File: config.mk
export PLATFORM = sky130hd
export DESIGN_NAME = alu_nibble_seq_ctrl
export DESIGN_NICKNAME = d
export VERILOG_FILES = /design/src/rtl/alu_nibble_seq_ctrl.sv
export SDC_FILE = /design/constraint.sdc
export NUM_CORES = 1
export LEC_CHECK = 0
export CAP_MARGIN = 20
export CORE_MARGIN = 4
export CORE_UTILIZATION = 29
export CTS_CLUSTER_SIZE = 24
export DETAILED_ROUTE_END_ITERATION = 8
export GPL_TIMING_DRIVEN = 0
export HOLD_SLACK_MARGIN = 0.1
export PLACE_DENSITY_LB_ADDON = 0.05
export SYNTH_ARGS = -nofsm -noshare
export SYNTH_HDL_FRONTEND = slang
export SYNTH_SLANG_ARGS = --single-unit
File: constraint.sdc
create_clock -name clk -period 1.9 [get_ports clk]
set_input_delay 0.285 -clock clk [delete_from_list [all_inputs] [get_ports clk]]
set_output_delay 0.285 -clock clk [all_outputs]
set_load 0.05 [all_outputs]
File: src/rtl/alu_nibble_seq_ctrl.sv
// Drives one 4-bit 74181 slice across an N-nibble operand, LSB nibble first,
// carrying cn4 of each nibble into cn of the next through a register.
module alu_nibble_seq_ctrl #(
    parameter int NIBBLES = 4
) (
    input  logic                   clk,
    input  logic                   rst,
    input  logic                   ena,
    input  logic                   start,
    input  logic [4*NIBBLES-1:0]   a,
    input  logic [4*NIBBLES-1:0]   b,
    input  logic [3:0]             s,
    input  logic                   m,
    input  logic                   cn_in,
    output logic                   busy,
    output logic                   done,
    output logic [4*NIBBLES-1:0]   f,
    output logic                   cn_out,
    output logic                   equal,
    output logic [NIBBLES-1:0]     p_vec,
    output logic [NIBBLES-1:0]     g_vec,
    output logic [3:0]             slice_a,
    output logic [3:0]             slice_b,
    output logic [3:0]             slice_s,
    output logic                   slice_m,
    output logic                   slice_cn,
    input  logic [3:0]             slice_f,
    input  logic                   slice_cn4,
    input  logic                   slice_equal,
    input  logic                   slice_p,
    input  logic                   slice_g
);

    // state | meaning
    // IDLE  | waiting for start; results from the last operation held
    // RUN   | one nibble per enabled edge, index selects the result slot
    // DONE  | results valid, done pulses for this single cycle
    typedef enum logic [1:0] {
        IDLE = 2'd0,
        RUN  = 2'd1,
        DONE = 2'd2
    } state_t;

    localparam int W  = 4 * NIBBLES;
    localparam int IW = (NIBBLES > 1) ? $clog2(NIBBLES) : 1;

    state_t          state;
    state_t          state_nxt;
    logic [W-1:0]    a_sh;
    logic [W-1:0]    b_sh;
    logic [3:0]      s_q;
    logic            m_q;
    logic            carry;
    logic [IW-1:0]   idx;
    logic            last;

    assign last = (idx == IW'(NIBBLES - 1));

    // Slice inputs come only from registers, so the slice never sees a
    // combinational path from this block's inputs.
    assign slice_a  = a_sh[3:0];
    assign slice_b  = b_sh[3:0];
    assign slice_s  = s_q;
    assign slice_m  = m_q;
    assign slice_cn = carry;

    always_ff @(posedge clk) begin
        if (rst) begin
            state <= IDLE;
        end else if (ena) begin
            state <= state_nxt;
        end
    end

    always_comb begin
        state_nxt = state;
        case (state)
            IDLE:    if (start) state_nxt = RUN;
            RUN:     if (last) state_nxt = DONE;
            DONE:    state_nxt = IDLE;
            default: state_nxt = IDLE;
        endcase
    end

    always_comb begin
        busy = 1'b0;
        done = 1'b0;
        case (state)
            RUN:     busy = 1'b1;
            DONE:    begin busy = 1'b1; done = 1'b1; end
            default: begin busy = 1'b0; done = 1'b0; end
        endcase
    end

    always_ff @(posedge clk) begin
        if (rst) begin
            a_sh   <= '0;
            b_sh   <= '0;
            s_q    <= '0;
            m_q    <= 1'b0;
            carry  <= 1'b1;
            idx    <= '0;
            f      <= '0;
            cn_out <= 1'b1;
            equal  <= 1'b0;
            p_vec  <= '0;
            g_vec  <= '0;
        end else if (ena) begin
            case (state)
                IDLE: begin
                    if (start) begin
                        a_sh   <= a;
                        b_sh   <= b;
                        s_q    <= s;
                        m_q    <= m;
                        carry  <= cn_in;
                        idx    <= '0;
                        f      <= '0;
                        cn_out <= 1'b1;
                        equal  <= 1'b1;
                        p_vec  <= '0;
                        g_vec  <= '0;
                    end
                end
                RUN: begin
                    a_sh              <= a_sh >> 4;
                    b_sh              <= b_sh >> 4;
                    f[{idx, 2'b00} +: 4] <= slice_f;
                    carry             <= slice_cn4;
                    equal             <= equal & slice_equal;
                    p_vec[idx]        <= slice_p;
                    g_vec[idx]        <= slice_g;
                    if (last) begin
                        cn_out <= slice_cn4;
                    end else begin
                        idx <= idx + IW'(1);
                    end
                end
                default: begin
                end
            endcase
        end
    end

endmodule

Yosys cells after proc, flatten, opt, wreduce, memory -nomap -nowiden
Cells that the tools add are included.
- memory bits (read-only): 0
- bits in registers: 68
- memories: 0
- bits in latches: 0
- input bits: 50
- RAM bits: 0
- output and inout port bits: 42
- order comparisons: 2
- multiplexer cells: 28
- add/sub/neg operators: 2
- $mul: 0
- shifts and indexed selects: 2
- eq/ne operators: 6
- reduce and logical (&&, ||, !) cells: 9
- divide/modulo/power cells: 0
- bitwise operators: 1
- operators by type and width (operator ; number):
    case mux 16 bit (2 select lines) ; 3
    2-to-1 mux 16 bit ; 3
    bitwise mux 16 bit ; 1
    case mux 4 bit (2 select lines) ; 2
    variable shift 4 x 6 -> 16 bit, first input constant ; 1
    indexed part select 4 x 6 -> 16 bit ; 1
    AND reduction 3 bit ; 3
    bitwise mux 4 bit ; 2
    2-to-1 mux 2 bit ; 4
    case mux 2 bit (2 select lines) ; 2
    AND reduction 4 bit ; 2
    2-to-1 mux 1 bit ; 6
    inequality test 2 bit, second input constant ; 3
    negation 4 -> 6 bit ; 1
    case mux 1 bit (2 select lines) ; 3
    equality test 2 bit, second input constant ; 2
    2-to-1 mux 4 bit ; 1
    less-than comparator 2 x 3 -> 1 bit, second input constant ; 1
    adder 2 x 1 -> 2 bit, second input constant ; 1
    demux 1 bit (select 2 bit) ; 1
    equality test 2 x 1 -> 1 bit, second input constant ; 1
    greater-or-equal comparator 2 x 1 -> 1 bit, second input constant ; 1
    zero test 2 bit ; 1
    nonzero test 2 bit ; 1
    3 further kinds ; 3

Longest topological paths before layout
Gate-level depths: netlist of run 1.
- depth after elaboration: 6
- mapped depth: 7

Worst setup path before layout of run 1
OpenSTA, ideal clock, no wires.
- path kind: register to register
- start point: register idx[0]
- end point: register f[10]
- path slack: 132 ps
- arrival time: 1707 ps
- path buffers: 0
- data required time: 1840 ps
- cell stages (with the launch flop): 6
- cells stage by stage: dfxtp_1 inv_1 ha_1 or3b_1 nor4_2 a22o_1
- longest elaborated chain between the ends: 4
- ends and longest elaborated chain (element ; line ; source):
    start: declaration ; 54 ; logic [IW-1:0] idx;
    start signal: assignment ; 136 ; idx <= idx + IW'(1);
    negation 4 -> 6 bit * ; 128 ; f[{idx, 2'b00} +: 4] <= slice_f;
    indexed part select 4 x 6 -> 16 bit or variable shift 4 x 6 -> 16 bit (tied branches) ; 128 ;
    bitwise mux 16 bit * ; 128 ;
    case mux 16 bit (2 select lines) * ; 109 ; case (state)
    end signal: indexed assignment ; 128 ;
    end: declaration ; 17 ; output logic [4*NIBBLES-1:0] f,
Every way passes the cells marked *; elsewhere a longest branch is shown, timed or not.
A chain may end at the register's enable or synchronous reset.

Final worst setup path of run 1
- start point: register a_sh[0]
- end point: output port slice_a[0]
- RTL lines (element ; line ; source):
    start: declaration ; 49 ; logic [W-1:0] a_sh;
    start signal: assignment ; 126 ; a_sh <= a_sh >> 4;
    end: declaration ; 22 ; output logic [3:0] slice_a,
No word-level cell between the ends.

==> flow_results.org, run 1 <==
** Status
- Outcome :: finished, final reports clean

** Pwr
- Power density of the placed cells :: 818 nW/um^2
- The analysis attributes to cell leakage a power of 1.76 nW.
- Worst VDD drop :: around 0.00034 V

** Setup path
- Reg2Reg Setup Slack :: 0.08 ns
- Startpoint type of the worst setup path :: flip-flop
- Type of the worst setup path :: reg2out
- Required time at the worst-slack endpoint :: around 1.6 ns
- Critical R2R Capture :: f[10]
- Crit path DAT :: between 1.5 and 2 ns
- In this run the worst path has a maximum fanout of 2.
- Crit Reg-Reg Startpoint :: idx[1]
- Number of cells traversed by the worst register-to-register path :: 5
- Worst Setup End Kind :: output pin

** Hold path
- Launch point of the worst hold path :: f[0]
- The min-delay analysis places its worst path in the category reg2reg.
- Worst hold path stage count :: 2
- The path with the worst hold slack has its endpoint at f[0].

** STA
- After routing, the total negative slack on setup checks comes to 0 ns.
- The worst path in the final design needs a cycle of 1.84 ns, including I/O delays and setup.
- Across the routed clock network, the largest skew measured is 0.0102 ns.
- Final Setup Violations :: 0
- Unrepaired setup endpoints after global routing :: false
- Of the available clock period, the critical path in the final layout requires approximately 97%.
- Max-Slew Margin vs Limit :: approximately 51%
- For the pin with the worst max-slew slack, the measured transition is between 0.7 and 0.8 ns.
- Max frequency :: 542 MHz
- The final count of hold timing violations is 0.
- Once routing completed, OpenROAD measured the worst setup slack at ~0.055 ns.
- The final max-slew violation count was 0.

** Floorplanning
- For this configuration, the core starts out at a cell density of between 20 and 30%.
- The floorplan has 39 rows.
- 92 I/O pins were placed.
- Horizontal extent of the die :: 116 um
- Total core area :: about 11000 um^2
- Die Y :: approximately 120 um
- Full die area :: about 14000 um^2

** Synth
- Summing every instance area after synthesis gives ~3400 um^2.
- Simple-Gate Fraction of Synth Area :: roughly 14%
- The biggest area contributor in the post-synthesis netlist is sky130_fd_sc_hd__dfxtp_1.
- After synthesis, the largest family of logic cells by area is compound AO/OA/AOI/OAI gates.
- When the netlist entered floorplanning its net count stood at between 400 and 500.
- Counting flops with an async set or reset pin after synthesis yields a share of 0%.
- Measured against the total synthesized area, the mux share comes to 14.1%.
- Area share of the largest cell type after synthesis :: between 40% and 50%
- Adder-cell share of the synthesized area :: 4.05%
- Gate count after technology mapping :: about 340
- The synthesized netlist contains 45 unique library cells.
- The synthesized netlist devotes approximately a fifth of its cell area to compound gates.
- Top FF cell, synth :: sky130_fd_sc_hd__dfxtp_1
- Of the total synthesized cell area, the portion taken by XOR and XNOR cells is 0%.
- Number of enable-type register cells in the synthesized netlist :: 0
- Averaged over all synthesized cells, the footprint is approximately 9.9 um^2.
- Sorting the synthesized cells by area gives the leading types as sky130_fd_sc_hd__dfxtp_1, sky130_fd_sc_hd__mux2i_1, sky130_fd_sc_hd__a211oi_2.
- Number of synthesized register bits :: slightly below 70
- Summing the sequential cell areas from Yosys gives about two fifths of the chip area.
- Synthesis Warnings :: 0

** Layout
- Relative to the synthesized area, the layout overhead comes to 43.5%.
- After filler insertion, the fill cell instance count of the layout stands at around 1200.
- Summing all flip-flop and latch instances after layout gives about 1400 um^2.
- Antenna diodes :: 0
- Final core utilization :: 42.5%
- Cells with a size suffix above 1 make up 17.5% of the layout.
- After the last flow step, the layout net total stands at a little over 500.
- Area taken by multi-input logic gates :: approximately 1800 um^2

** Detailed routing
- First-iteration detailed-routing DRC count :: between 90 and 100
- Dividing the detail-routed via count by the number of cells gives roughly 4.9.
- Residual DRC :: 0
- Total Routed Length :: between 9 and 10 mm
- Antenna-violating nets left :: 0
- Drt wl/cell :: around 17 um
- Iteration count of the initial detailed-routing pass :: 4
- The final route contains ~2900 vias.

** Global routing
- Entering global routing, the biggest net connects 13 pins.
- The via count of the first global-routing pass is around 3000.
- GRT Resource Usage Total :: roughly 15%
- The first global-routing pass estimated about 16 mm of wire.
- The initial antenna violation count is 0.
- Grt ovf :: 0

** Job
- Number of max-cap violations :: 0

** Clocking
- CTS built an H-tree with a depth of 3.
- Clock latency on the worst-skew pair, taken at its later pin, is about 0.34 ns.
- The tree built by TritonCTS fans out to 68 sinks.
- The clock passes through at most 2 buffers.
- Clock-pin slew reported for the worst setup and hold paths after clock tree synthesis :: around 0.06 ns
- Hold buffer count at cts :: 0
- Root buffer cell :: sky130_fd_sc_hd__clkbuf_16
- TritonCTS built the clock tree.
- Total clock buffers created by CTS :: 9

** Place
- Setup WS pre-CTS :: -0.263 ns
- Input/output buffers :: a little over 90
- Detailed placement finished with a half-perimeter wire length of roughly 7.2 mm.
- Placer congestion estimate :: between 0.7 and 0.8
-- synth_stat cells, drive strengths merged, types with 2 or more instances --
cell,number
nor2b,11
a22o,4
nor3,5
and3,2
nand3,9
a31oi,6
nand2b,7
dfxtp,68
a32o,4
a211oi,24
clkbuf,10
ha,11
nand2,29
mux2i,45
a21oi,33
inv,6
buf,25
a32oi,2
o21a,2
nand4,6
nor2,9
o21ai,11
-- layer usage --
| layer | global-route usage [%] | wire, um | vias up |
|---|---|---|---|
| li1 | - | - | 1462 |
| met1 | 21.0 | 4920 | 1391 |
| met4 | 4.33 | 104 | 0 |
| met5 | 0 | 0 | - |
| met2 | 22.5 | 4350 | 67 |
| met3 | 4.40 | 549 | 12 |
-- final cells by class --
| cell class | instances | area share [%] |
|---|---|---|
| inverters | 6 | 0.539 |
| flip-flops and latches | 68 | 28.0 |
| well taps | 143 | 3.67 |
| multi-input cells | 235 | 37.5 |
| plain buffers | 34 | 4.28 |
| clock buffers | 11 | 5.18 |
| clock inverters | 5 | 1.21 |
| repair buffers | 97 | 19.6 |
-- where the power goes --
part	switching, mW	total, mW	internal (mW)
clock	0.648	1.74	1.09
sequential	0.0347	1.52	1.49
combinational	0.403	0.731	0.328
total	1.09	3.99	2.91
-- stage by stage --
| stage | total power [mW] | instances | hold slack, ns | instance area [um^2] |
|---|---|---|---|---|
| 3_5_place_dp | 2.27 | 578 | 0.452 | 4490 |
| 5_1_grt | 4.18 | 599 | 0.474 | 4880 |
| 6_report | 3.99 | 599 | 0.461 | 4880 |
| 2_1_floorplan | 2.01 | 344 | 0.418 | 3400 |
| 4_1_cts | 4.04 | 596 | 0.466 | 4850 |
| 3_3_place_gp | 2.28 | 578 | 0.454 | 4490 |
-- registers in the layout, indices dropped and copies added, names as in the netlist --
name and flops:
slice_s 4, a_sh 16, g_vec 4, slice_cn 1
equal 1, state 2, f 16, b_sh 16
idx 2, p_vec 4, slice_m 1, cn_out 1
-- cell usage in the layout (no fill, tap or decap), drive strengths merged, types with 6 or more instances in the layout --
cell / count
nand3: 9
buf: 31
inv: 6
clkdlybuf4s50: 89
a31oi: 6
mux2i: 45
a211oi: 24
clkbuf: 20
nor2: 9
ha: 11
nor2b: 11
nand2: 29
nand2b: 7
dfxtp: 68
nand4: 6
o21ai: 11
a21oi: 33
-- critical path, stage by stage, from the launching register on --
cell,delay (ns)
sky130_fd_sc_hd__dfxtp_1,0.34
sky130_fd_sc_hd__buf_4,0.10
sky130_fd_sc_hd__clkdlybuf4s50_1,0.78
-- worst max path at each step --
stage | cells after the start | to | start
3_3_place_gp | 5 | f[9] | idx[0]
2_1_floorplan | 5 | f[10] | idx[0]
3_5_place_dp | 5 | f[8] | idx[0]
6_report | 2 | slice_a[0] | a_sh[0]
4_1_cts | 5 | f[10] | idx[1]
5_1_grt | 5 | f[10] | idx[1]
-- timing repair --
| action | 4_1_cts | 5_1_grt |
|---|---|---|
| cloned | 0 | 0 |
| hold endpoints to repair | 0 | 0 |
| setup buffers | 2 | 4 |
| setup endpoints to repair | 7 | 36 |
| gates resized for setup | 10 | 4 |
| pin swaps | 1 | 1 |
-- logic make-up after synthesis --
kind of cell	after synthesis
muxes	46
and+or+nand+nor	85
AOI/OAI and AO/OA	93
DFF	68
buffers and inverters	41
adders and majority gates	11
Power figures use the tool's default switching activity.
==> run 2: changes to the inputs <==
PLACE_DENSITY_LB_ADDON = unset   (was 0.05)
==> run 2 against run 1 <==
Final cell count unchanged. Clock power up 2%. Maximum frequency up 0.62%. Highest routed layer unchanged. Cell area up 0.15%.
==> flow_results.org, run 2 (synthesis gave the netlist of run 1 again) <==
** Status
- The run finished with clean final reports.

** Setup path
- Crit Reg-Reg Startpoint :: state[0]
- In this run the register-to-register setup slack is 0.10 ns.
- The worst setup path is launched from a flip-flop.
- For the worst setup path, the data arrival time is 1.55 ns.
- In this run the worst path has a maximum fanout of 3.
- For the worst flop-to-flop path, the logic depth is 7.
- Type of the worst setup path :: reg2out
- Worst Setup End Kind :: output pin
- Required time at the worst-slack endpoint :: roughly 1.6 ns
- In this run the critical register-to-register path is captured at idx[0].

** Global routing
- In the global route stage, overall resource usage came out at between 10% and 20%.
- M3 GR Usage :: approximately 4.1%
- Grt ovf :: 0
- met2 is the most crowded layer.
- The first global-routing pass estimated approximately 15 mm of wire.
- For met2 alone, demand over resource in global routing was a little over a fifth.
- Routing usage on met1 :: between 10% and 20%
- Entering global routing, the biggest net connects 13 pins.
- Initial antenna violation count :: 0
- Vias in the first global route :: between 2000 and 3000

** Layout
- Cells fill ~43% of the core in the end.
- Most common cell after layout, fill and taps aside :: sky130_fd_sc_hd__clkdlybuf4s50_1
- The net count of the finished layout is 512.
- After filler insertion, the fill cell instance count of the layout stands at ~1100.
- Antenna diodes :: 0
- Leading cell types in the layout, fill and taps excluded :: sky130_fd_sc_hd__clkdlybuf4s50_1, sky130_fd_sc_hd__dfxtp_1, sky130_fd_sc_hd__mux2i_1
- Area growth from synthesis to layout :: 43.7%
- Registers with the most flip-flops :: a_sh: 16 flops, b_sh: 16 flops, f: 16 flops
- Cells with a size suffix above 1 make up between 10% and 20% of the layout.
- Once layout is complete, the cells apart from fillers number between 500 and 600.

** Floorplanning
- The initialized floorplan defines 39 standard-cell rows.
- From bottom edge to top edge, the die measures 116 um.
- The floorplan step set the die width to between 100 and 150 um.
- The total area inside the core boundary comes to about 11000 um^2.
- a little over 90 I/O pins were placed.
- Full die area :: ~14000 um^2
- Once the floorplan was initialized, standard cells occupied slightly below 30% of the core.

** Detailed routing
- After detailed routing, the average wire length per cell comes to approximately 16 um.
- For this run, design rule violations remaining after detail routing come to 0.
- Total Routed Length :: ~9.6 mm
- The first detailed-routing pass ran for 4 iterations.
- The detailed router finished its first iteration with ~160 violations.
- Antenna-violating nets left :: 0
- Number of vias after detailed routing :: 2953
- Via-per-instance ratio :: 4.93

** Clocking
- After clock tree synthesis, the clock-pin slew on the worst setup and hold paths is 0.06 ns.
- The longest clock path from root to sink contains 2 buffers.
- In this run the clock root is driven by a sky130_fd_sc_hd__clkbuf_16.
- Hold buffer count at cts :: 0
- Clock H-tree levels :: 3
- Clock latency at the later pin of the worst-skew pair :: 0.33 ns
- Number of sinks handled by clock tree synthesis :: 68
- CTS tree :: yes
- Total clock buffers created by CTS :: 9

** STA
- In this run the tightest slew margin relative to its limit is 54.2%.
- Post-route clock period utilization :: a little over nine tenths
- Derived from the worst setup path, the maximum achievable clock frequency is 545 MHz.
- Final slew viol count :: 0
- Hold timing on the final database bottoms out at a slack of 0.458 ns.
- Slew at the pin with the worst max-slew slack :: a little under 0.7 ns
- Final Setup Violations :: 0
- Subtracting the final worst setup slack from the clock period gives 1.83 ns.
- Max Clock Skew :: 0.0113 ns
- Setup repair after global routing left no endpoint under its margin.
- The final count of hold timing violations is 0.

** Place
- Buffers placed on the I/O ports in this run total 91.
- Including well taps, the total number of placed cells is slightly below 600.
- Post-detail-place hpwl :: a little over 7 mm
- The congestion estimate from routability-driven global placement came to ~0.8.

** Hold path
- The worst hold path was traced through 2 stages.
- End point of the most critical hold path :: f[14]
- In this run the most critical hold path is launched from f[14].
- Tightest Hold Check Type :: reg2reg

** Pwr
- IR analysis of the VDD net gives a maximum drop of about 0.00046 V.
- Fraction of power consumed by sequential logic :: between 30% and 40%
- Clock network fraction of total power :: ~44%
- Logic pwr share :: approximately 18%
- Dividing total power by cell area gives a power density of approximately 820 nW/um^2.
- Summed over all nets, the switching power comes to roughly 1.1 mW.
- Static leakage :: between 1.5 and 2 nW
- Of the total power, the share spent switching nets is a little over a quarter.
- Cell internal pwr :: slightly below 3 mW

** Job
- Number of max-cap violations :: 0
## run 2: cell count changes in the layout (fill, tap and decap cells not counted), sizes merged
| cell | change |
|---|---|
| clkinv | +2 |
| bufinv | +1 |
| clkinvlp | -2 |
| clkbuf | -1 |
| dlymetal6s2s | +1 |
| clkdlybuf4s50 | -1 |
## run 2: area by class of cell
type                    instances  area, um^2  share of cell area, %
well taps                     143         179                   3.66
repair buffers                 97         957                   19.6
multi-input cells             235        1830                   37.5
plain buffers                  34         209                   4.28
flip-flops and latches         68        1370                   28.0
clock buffers                  10         229                   4.69
inverters                       6        26.3                  0.538
clock inverters                 6        87.6                   1.79
## run 2: power by group through the flow
| stage | registers (mW) | logic (mW) | clock network [mW] |
|---|---|---|---|
| 3_3_place_gp | 1.55 | 0.707 | 0 |
| 3_5_place_dp | 1.56 | 0.714 | 0 |
| 2_1_floorplan | 1.58 | 0.429 | 0 |
| 4_1_cts | 1.52 | 0.721 | 1.82 |
| 5_1_grt | 1.53 | 0.780 | 1.89 |
| 6_report | 1.52 | 0.726 | 1.78 |
## run 2: worst max-delay path by stage
stage                   from     to  slack (ns)  depth (start not counted)
finish              state[0]   busy        0.07                          3
global placement      idx[0]   f[9]       -0.21                          5
CTS                   idx[0]   f[8]        0.01                          5
detailed placement    idx[0]   f[8]       -0.28                          5
global route        state[0]   busy       0.005                          3
floorplan             idx[0]  f[10]        0.13                          5
## run 2: timing repair
item | in CTS | in global routing
resized for setup | 9 | 7
pin swaps | 1 | 3
setup endpoints to repair | 6 | 37
setup buffers | 2 | 4
## run 2: worst max-delay path: stages, from the launching register on
cell	delay, ns
sky130_fd_sc_hd__dfxtp_1	0.33
sky130_fd_sc_hd__inv_1	0.08
sky130_fd_sc_hd__ha_1	0.31
sky130_fd_sc_hd__clkdlybuf4s15_1	0.50
## run 2: per-layer routing
metal / part of all wire [%] / vias up
li1: - / 1467
met1: 47 / 1370
met2: 44 / 99
met3: 7.3 / 17
met4: 1.9 / 0
met5: 0 / -
## run 2: metrics by stage
stage                     total power [mW]  instance area [um^2]  TNS (ns)  setup WS (ns)
after CTS                             4.07                  4850         0         0.0116
after global placement                2.26                  4490     -1.60         -0.206
final                                 4.03                  4890         0         0.0665
after global routing                  4.20                  4890         0        0.00487
after detailed placement              2.27                  4490     -2.76         -0.282
after floorplan                       2.01                  3400         0          0.132
==> run 3: changes to the inputs <==
ABC_AREA = 1   (was unset)
==> run 3 against run 2 <==
Sequential power increased by 5%. Global-route usage decreased by 0.12 points. Sequential share of layout area increased by 0.57 points. Maximum frequency decreased by 0.71%. First-iteration DRC count decreased by 12%. Via count increased by 13%. Die area decreased by 0.69%. Critical path type unchanged. Critical endpoint is now slice_a[3]. Highest routed layer unchanged.
==> flow_results.org, run 3 <==
** Global routing
- GRT Resource Usage Total :: between 10% and 20%
- Global-route wire length before repair :: between 15 and 20 mm
- Pin count of the biggest net entering global routing :: 14
- Vias in the first global route :: roughly 3300
- The initial antenna violation count came to 0.
- After global routing the overflow that remains totals 0.

** Synth
- Cell with the most instances after synthesis :: sky130_fd_sc_hd__nand2_1
- Proportion of synthesized chip area in sequential cells :: 40.3%
- Area share of the largest cell type after synthesis :: 40.3%
- A synthesized cell averages 6.53 um^2.
- Number of synthesized register bits :: 68
- Top FF cell, synth :: sky130_fd_sc_hd__dfxtp_1
- Synthesis Warnings :: 0
- Cell taking the most area after synthesis :: sky130_fd_sc_hd__dfxtp_1
- After synthesis, the share of flip-flops with an asynchronous set or reset is 0%.
- Synthesis produced a netlist whose cell count is 517.
- Synthesis instantiated 23 different standard cells from the library.
- By count the netlist is led by sky130_fd_sc_hd__nand2_1, sky130_fd_sc_hd__nor2_1, sky130_fd_sc_hd__dfxtp_1, sky130_fd_sc_hd__inv_1, sky130_fd_sc_hd__a21oi_1.
- Synthesis produced a netlist with a net count of between 500 and 600.
- Summed instance area of the synthesized netlist :: between 3000 and 4000 um^2
- The synthesized design contains 0 enable-type register cells.
- By area the synthesized netlist is led by sky130_fd_sc_hd__dfxtp_1, sky130_fd_sc_hd__nand2_1, sky130_fd_sc_hd__nor2_1.

** Setup path
- Crit path DAT :: between 1.5 and 2 ns
- In this run the critical register-to-register path is launched from idx[0].
- Number of cells traversed by the worst register-to-register path :: 7
- Critical R2R Capture :: f[1]
- The worst setup path is captured at an output pin.
- Of all nets on the critical path, the largest fanout is 2.
- In this run the register-to-register setup slack is roughly 0.20 ns.
- The critical path in this run is classified as reg2out.
- Required time at the worst-slack endpoint :: approximately 1.6 ns
- Startpoint type of the worst setup path :: flip-flop

** Layout
- Leaving out fill and tap cells, the most frequent cells in the layout are sky130_fd_sc_hd__nand2_1, sky130_fd_sc_hd__nor2_1, sky130_fd_sc_hd__clkdlybuf4s50_1.
- Once layout is complete, the cells apart from fillers number ~770.
- The number of antenna diodes in the final layout is 0.
- Registers with the most flip-flops :: a_sh: 16 flops, b_sh: 16 flops, f: 16 flops
- Most common cell after layout, fill and taps aside :: sky130_fd_sc_hd__nand2_1
- The net count of the finished layout is between 600 and 700.
- Fraction of layout instances using a drive strength above 1 :: under 10%
- Area growth from synthesis to layout :: 41.5%

** STA
- The final count of hold timing violations came to 0.
- Slew at the pin with the worst max-slew slack :: about 0.55 ns
- Unrepaired setup endpoints after global routing :: false
- Post-Route Setup TNS :: 0 ns
- The final max-slew violation count was 0.
- Final critical path time including I/O delays and setup :: 1.85 ns
- Max Clock Skew :: between 0.005 and 0.006 ns
- The worst path uses between 90% and 100% of the clock period.
- In this run the tightest slew margin relative to its limit is a little over three fifths.
- Max frequency :: around 540 MHz
- Final Setup Violations :: 0

** Detailed routing
- In the final routing, the length of wire on met1 measures 4.33 mm.
- In this run the remaining antenna-violating nets after routing total 0.
- Summing over every cut layer, the via total after detailed routing is roughly 3300.
- Sum of met2 wire segment lengths after detailed routing :: roughly 4.1 mm
- After detailed routing, the number of vias per cell comes to around 4.3.
- Uppermost routed layer :: met4
- After detailed routing, the total wire length is between 9 and 10 mm.
- In this run, the number of DRC markers left after iteration 0 of detailed routing was ~140.
- The first detailed-routing pass ran for 4 iterations.
- Drt wl/cell :: 12.0 um
- Met3 Routed Length :: ~540 um
- Residual DRC :: 0

** Place
- Port buffering added 91 buffers.
- Post-detail-place hpwl :: just over 7 mm
- Placer congestion estimate :: between 0.8 and 0.9
- The number of placed instances, taps included, is roughly 750.

** Clocking
- Total clock buffers created by CTS :: 9
- Root buffer cell :: sky130_fd_sc_hd__clkbuf_16
- Clock-pin slew reported for the worst setup and hold paths after clock tree synthesis :: around 0.06 ns
- TritonCTS built the clock tree.
- The clock passes through at most 2 buffers.
- Clock tree synthesis found a total of slightly below 70 sinks.
- Clock latency on the worst-skew pair, taken at its later pin, is 0.33 ns.
- After clock tree synthesis, the setup repair step added 0 buffers.
- Clock H-tree levels :: 3

** Floorplanning
- Full die area :: 13400 um^2
- In this run the horizontal extent of the chip is ~120 um.
- Row generation in the floorplan step produced 39 rows.
- The initial utilization of the core area, before any placement, comes to 29.6%.
- I/O pin count :: between 90 and 100
- The floorplan step set the die height to roughly 120 um.
- The region available for standard cell placement spans between 10000 and 15000 um^2.

** Hold path
- Worst hold path stage count :: 2
- In this run the worst hold path is classified as reg2reg.
- Launch point of the worst hold path :: slice_s[0]
- End point of the most critical hold path :: slice_s[0]

** Job
- Max-cap violations in this run came to 0.

** Status
- Outcome :: finished, final reports clean

** Pwr
- Static leakage :: 2.12 nW
- VDD sags by at most 0.000352 V.
- Power density of the placed cells :: a little under 900 nW/um^2
-- run 3: cell types whose count changed after synthesis, moves of 13 or more --
cell,change
sky130_fd_sc_hd__nand2_1,+140
sky130_fd_sc_hd__inv_1,+41
sky130_fd_sc_hd__a211oi_2,-20
sky130_fd_sc_hd__nand3_1,+13
sky130_fd_sc_hd__mux2i_1,-44
sky130_fd_sc_hd__nor2_1,+87
-- run 3: what timing repair did --
item,in CTS,in global routing
hold buffers,0,0
resized for setup,2,5
cloned,0,0
endpoints found under the setup margin,2,11
-- run 3: area by class of cell --
cell class,count,area (um^2)
Clock inverter,6,71.3
Clock buffer,10,239
Multi-Input combinational cell,371,1650
Inverter,48,180
Sequential cell,68,1360
Timing Repair Buffer,91,907
Tap cell,143,179
Fill cell,1216,6640
Buffer,30,188
-- run 3: cell families after synthesis --
group | share of synthesized area (%)
flops | 40.3
simple gates | 35.6
fa+ha+maj | 4.08
buf+inv | 10.8
compound gates | 9.19
-- run 3: how the worst max path moves through the flow --
| stage | startpoint | to | slack [ns] | depth (start not counted) |
|---|---|---|---|---|
| 2_1_floorplan | idx[0] | f[0] | 0.39 | 7 |
| 3_3_place_gp | ena | b_sh[12] | 0.05 | 6 |
| 3_5_place_dp | ena | b_sh[15] | 0.06 | 6 |
| 4_1_cts | state[0] | busy | 0.03 | 3 |
| 5_1_grt | a_sh[1] | slice_a[1] | 0.001 | 2 |
| 6_report | a_sh[3] | slice_a[3] | 0.05 | 2 |
-- run 3: report_power, final --
part / leakage, nW / switching [mW] / internal [mW] / total [mW]
combinational: 1.42 / 0.584 / 0.366 / 0.951
clock: 0.145 / 0.630 / 1.06 / 1.69
sequential: 0.558 / 0.0574 / 1.53 / 1.59
total: 2.12 / 1.27 / 2.96 / 4.23
-- run 3: metrics by stage --
stage	instance area [um^2]	utilization (%)	setup WS [ns]	hold slack [ns]	total power, mW
after floorplan	3380	-	0.386	0.426	2.23
after global placement	4470	39.1	0.0532	0.432	2.56
after detailed placement	4470	39.1	0.0564	0.437	2.57
after CTS	4770	41.8	0.0290	0.446	4.27
after global routing	4780	41.8	0.00148	0.459	4.45
final	4780	41.8	0.0533	0.443	4.23
-- run 3: critical path, cell delays in order, from the launching register on --
cell,delay [ns]
sky130_fd_sc_hd__dfxtp_1,0.33
sky130_fd_sc_hd__buf_4,0.10
sky130_fd_sc_hd__clkdlybuf4s50_1,0.79
-- run 3: routing by layer --
metal,GRT usage (%),up-vias
met5,0,-
met4,5.41,0
met3,3.86,18
met2,22.9,90
met1,17.8,1440
li1,-,1787
